### config.mk
export PLATFORM = sky130hd
export DESIGN_NAME = traffic_light_fsm
export DESIGN_NICKNAME = d
export VERILOG_FILES = /design/src/rtl/traffic_light_fsm.sv
export SDC_FILE = /design/constraint.sdc
export NUM_CORES = 1
export LEC_CHECK = 0
export ABC_CLOCK_PERIOD_IN_PS = 1500
export BUFFER_PORTS_ARGS = -buffer_cell sky130_fd_sc_hd__buf_2
export CORE_MARGIN = 5
export CORE_UTILIZATION = 40
export CTS_CLUSTER_SIZE = 28
export DETAILED_ROUTE_END_ITERATION = 16
export GPL_TIMING_DRIVEN = 0
export PLACE_DENSITY = 0.82
export SETUP_SLACK_MARGIN = 0.05
export SYNTH_ARGS = -nofsm -noshare
export SYNTH_HDL_FRONTEND = slang
export SYNTH_SLANG_ARGS = --single-unit
### constraint.sdc
create_clock -name clk -period 1.5 [get_ports clk]
set_input_delay 0.3 -clock clk [delete_from_list [all_inputs] [get_ports clk]]
set_output_delay 0.3 -clock clk [all_outputs]
set_load 0.03 [all_outputs]
### src/rtl/traffic_light_fsm.sv
// traffic_light_fsm: intersection controller for two signal heads (NS/EW)
// with an optional all-red pedestrian walk phase. It drives an external seconds
// delay timer. The timer is restarted on every phase entry, and its timeout
// advances the phase.
module traffic_light_fsm #(
    parameter int unsigned T_GREEN  = 10,
    parameter int unsigned T_YELLOW = 3,
    parameter int unsigned T_ALLRED = 1,
    parameter int unsigned T_WALK   = 8
) (
    input  logic        clk,
    input  logic        reset,
    input  logic        ped_req,
    input  logic        timer_timeout,
    output logic [31:0] timer_delay,
    output logic        timer_reset,
    output logic [2:0]  ns_light,
    output logic [2:0]  ew_light,
    output logic        walk,
    output logic [2:0]  state
);

    typedef enum logic [2:0] {
        NS_GREEN  = 3'd0,
        NS_YELLOW = 3'd1,
        ALL_RED_1 = 3'd2,
        EW_GREEN  = 3'd3,
        EW_YELLOW = 3'd4,
        ALL_RED_2 = 3'd5,
        PED_WALK  = 3'd6
    } state_t;

    // Lamp patterns, {red,yellow,green}
    localparam logic [2:0] LAMP_RED    = 3'b100;
    localparam logic [2:0] LAMP_YELLOW = 3'b010;
    localparam logic [2:0] LAMP_GREEN  = 3'b001;

    state_t state_q;
    state_t state_d;
    logic   entry_q;      // first cycle in the current state (timer restart cycle)
    logic   ped_pending;  // latched pedestrian request
    logic   next_dir_ew;  // direction served after a walk phase: 0 = NS, 1 = EW
    logic   advance;

    // While the timer is being restarted its timeout is stale, so it is masked
    assign advance = timer_timeout && !entry_q;
    assign state   = state_q;

    // State register plus the request/direction bookkeeping; entry flag raised on reset and on every state change
    always_ff @(posedge clk or posedge reset) begin
        if (reset) begin
            state_q     <= ALL_RED_2;
            entry_q     <= 1'b1;
            ped_pending <= 1'b0;
            next_dir_ew <= 1'b0;
        end else begin
            state_q <= state_d;
            entry_q <= (state_d != state_q);

            // A new request in the walk entry cycle beats the clear, so it is not lost
            if (ped_req)
                ped_pending <= 1'b1;
            else if (state_q == PED_WALK && entry_q)
                ped_pending <= 1'b0;

            // Remember which direction follows, so a walk inserted here resumes correctly
            if (state_q == ALL_RED_1 && state_d != ALL_RED_1)
                next_dir_ew <= 1'b1;
            else if (state_q == ALL_RED_2 && state_d != ALL_RED_2)
                next_dir_ew <= 1'b0;
        end
    end

    // Next-state decode: advance one phase on an unmasked timeout
    always_comb begin
        state_d = state_q;
        case (state_q)
            NS_GREEN:  if (advance) state_d = NS_YELLOW;
            NS_YELLOW: if (advance) state_d = ALL_RED_1;
            ALL_RED_1: if (advance) state_d = ped_pending ? PED_WALK : EW_GREEN;
            EW_GREEN:  if (advance) state_d = EW_YELLOW;
            EW_YELLOW: if (advance) state_d = ALL_RED_2;
            ALL_RED_2: if (advance) state_d = ped_pending ? PED_WALK : NS_GREEN;
            PED_WALK:  if (advance) state_d = next_dir_ew ? EW_GREEN : NS_GREEN;
            default:   state_d = ALL_RED_2;  // encoding 7 recovers to a safe all-red
        endcase
    end

    // Moore outputs: lamps, walk and timer delay decoded from the state register
    always_comb begin
        timer_reset = entry_q;
        ns_light    = LAMP_RED;
        ew_light    = LAMP_RED;
        walk        = 1'b0;
        timer_delay = T_ALLRED;
        case (state_q)
            NS_GREEN: begin
                ns_light    = LAMP_GREEN;
                timer_delay = T_GREEN;
            end
            NS_YELLOW: begin
                ns_light    = LAMP_YELLOW;
                timer_delay = T_YELLOW;
            end
            EW_GREEN: begin
                ew_light    = LAMP_GREEN;
                timer_delay = T_GREEN;
            end
            EW_YELLOW: begin
                ew_light    = LAMP_YELLOW;
                timer_delay = T_YELLOW;
            end
            PED_WALK: begin
                walk        = 1'b1;
                timer_delay = T_WALK;
            end
            default: begin
                timer_delay = T_ALLRED;  // both all-reds and the illegal code
            end
        endcase
    end

endmodule

==> flow_metrics.py <==
metrics = {
    "floorplanning": {
        "num_io_pins": 47,
        "core_sq_um": 1670,
        "start_util_pct": 40.90,
        "die_y_um": 51.33,
        "rows": 15,
        "dieArea_sq_um": 2634,
        "fp.dieW_um": 51.33,
    },
    "pwr": {
        "vdd_drop_max_v": 0.0009500,
        "power_density_nw_per_um2": 2139,
        "leakage_nw": 0.6353,
        "power_mw": 2.505,
    },
    "placement": {
        "placed_area_sq_um": 947.2,
        "pre_cts_slack_ps": -224.8,
        "port_buffers": 17,
        "hpwl_um": 1160,
        "gp_congestion": 0.8401,
    },
    "drt": {
        "first_pass_iters": 2,
        "vias_per_cell": 4.006,
        "via_count": 633,
        "wl_per_cell_um": 10.86,
        "drtAntennaViolNets": 0,
        "wl_um": 1716,
        "drt_iter0_drc": 1,
        "drc": 0,
    },
    "cells_and_area": {
        "area_delta_synth_final_pct": 71.43,
        "diodes": 0,
        "drive_above_1_share_pct": 58.16,
        "fin_nets": 146,
        "postLayoutCellArea_sq_um": 1171,
    },
    "sta": {
        "fin_worst_skew_ps": 4.806,
        "hold_violations": 0,
        "fin_ws_ps": -218.9,
        "setup_viol": 9,
        "max_freq_ghz": 0.5818,
        "rsz0062_at_grt": "yes",
        "min_period_over_period_pct": 114.6,
        "slew_violations": 0,
        "timing.final.crit_period_ps": 1719,
        "hold_ws_ps": 243.9,
    },
    "setup_path": {
        "cp-start-kind": "register",
        "cp_max_fo": 5,
        "rr_startpoint": "state[0]",
        "critical_path_class": "register to output port",
        "critical_path.startpoint": "state[2]",
        "worst-endpoint-required_ps": 1200,
        "cp-end-kind": "output port",
        "arrival_ps": 1420,
    },
    "global_routing": {
        "grt_pass1_vias": 610,
        "grt_usage_pct": 12.67,
        "antenna_found_initial": 0,
        "grt_max_degree": 11,
        "grt_pass1_wl_um": 2628,
        "grt_overflow_total": 0,
    },
    "logic_synthesis": {
        "synth_area_sq_um": 683.2,
        "synth_async_sr_flop_share_pct": 100.0,
        "yosysTopAreaCell": "buf_4",
        "syn_inst": 81,
        "synthFlopType": "dfstp_2",
        "synth_seq_cells": 6,
        "synth_edf_count": 0,
        "yosysTopAreaCellShare_pct": 31.87,
        "syn_avg_cell_area_sq_um": 8.434,
        "synth_cell_types": 30,
        "seq_area_frac_synth_pct": 22.53,
        "synth_warnings": 0,
        "synth_area_leaders": "buf_4, dfstp_2, dfrtp_1",
    },
    "worst_hold_path": {
        "min_path_type": "input pin to register",
        "holdCritStartpoint": "ped_req",
    },
    "cts": {
        "clock-root-buffer": "clkbuf_4",
        "cts_tree": "built",
        "clock_latency_ps": 240,
        "cts.sinks": 6,
        "numCtsBuffers": 3,
        "clockBufferDepth": 2,
        "htree_levels": 1,
        "cts.clk_slew.worst_paths_ps": 50,
    },
    "flow_run": {
        "cap_violations": 0,
    },
    "status": {
        "status": "finished, violations left",
        "violations": "setup timing",
    },
}
==> cell usage after synthesis, drive strengths merged, types with 2 or more instances <==
master  instances
nor3b           2
nand2           3
inv             3
dfrtp           3
dfstp           3
a21oi           6
a21o            3
nor2            7
and2b           2
buf            32
o21ai           2
nor2b           2
==> power breakdown <==
| group | leakage [nW] | switching (mW) | internal, mW |
|---|---|---|---|
| logic | 0.554 | 1.09 | 0.947 |
| registers | 0.0660 | 0.0730 | 0.243 |
| clock network | 0.0150 | 0.0512 | 0.100 |
==> area by class of cell <==
class                      count  area, sq um
tap                           17        21.27
inverter                       3        11.26
sequential                     6        155.1
clock buffer                   4        26.28
buffer                        33        276.5
fill                         125        499.2
timing repair buffer          28        247.7
multi-input combinational     67        432.9
==> layer usage <==
metal | part of all wire, % | vias up | GRT usage (%)
li1 | - | 324 | -
met4 | 0 | 0 | 2.620
met2 | 57 | 24 | 25.75
met5 | 0 | - | 0
met1 | 36 | 285 | 13.52
met3 | 7.1 | 0 | 1.749
==> worst max-delay path, stage by stage (launching register included) <==
cell,delay [ps]
dfstp_2,580
buf_4,150
xor2_4,190
a21o_4,140
buf_6,120
==> through the flow <==
| stage | utilization, % | cells | TNS [ps] |
|---|---|---|---|
| finish | 70.11 | 158 | -1386 |
| global route | 70.11 | 158 | -1917 |
| CTS | 68.09 | 156 | -1187 |
| detailed placement | 56.70 | 143 | -383.8 |
| global placement | 56.70 | 143 | -329.6 |
| floorplan | - | 109 | -656.9 |
==> cells by family after synthesis <==
| kind of cell | count (synthesis) | share of synthesized area [%] |
|---|---|---|
| AOI/OAI and AO/OA | 15 | 14.84 |
| xor gates and xnor gates | 1 | 1.282 |
| buffers and inverters | 36 | 40.48 |
| DFF | 6 | 22.53 |
| other | 1 | 0.5489 |
| and+or+nand+nor | 22 | 20.33 |
==> state kept, by name (all words and copies together), names as in the netlist <==
signal,flops
timer_reset,1
ped_pending,1
state,3
next_dir_ew,1
==> worst paths after layout <==
path                       slack [ps]  cells past startpoint              to
max in group asynchronous         740                      3     timer_reset
max                              -220                      4  timer_delay[3]
min in group asynchronous         510                      3     ped_pending
max reg2reg                       160                      4        state[1]
min reg2reg                       490                      1     ped_pending
min                               240                      2     ped_pending
==> repair_timing <==
| item | 4_1_cts | 5_1_grt |
|---|---|---|
| endpoints found under the hold margin | 3 | 0 |
| hold buffers | 1 | 0 |
| resized for setup | 20 | 6 |
| setup buffers | 8 | 2 |
| endpoints found under the setup margin | 10 | 11 |
| pin swaps | 4 | 1 |
==> cells in the final DEF (no fill, tap or decap), types with 2 or more instances in the layout <==
cell type and instances:
inv_1 2, clkbuf_4 3, nor3b_4 2, nor2_1 3, conb_1 29, nor2_4 3, dfstp_2 3, buf_2 6
dfrtp_1 2, buf_4 39, a21oi_1 5, o21ai_1 2, buf_6 13, nor2b_1 2, nand2_1 3
Power figures use the tool's default switching activity.
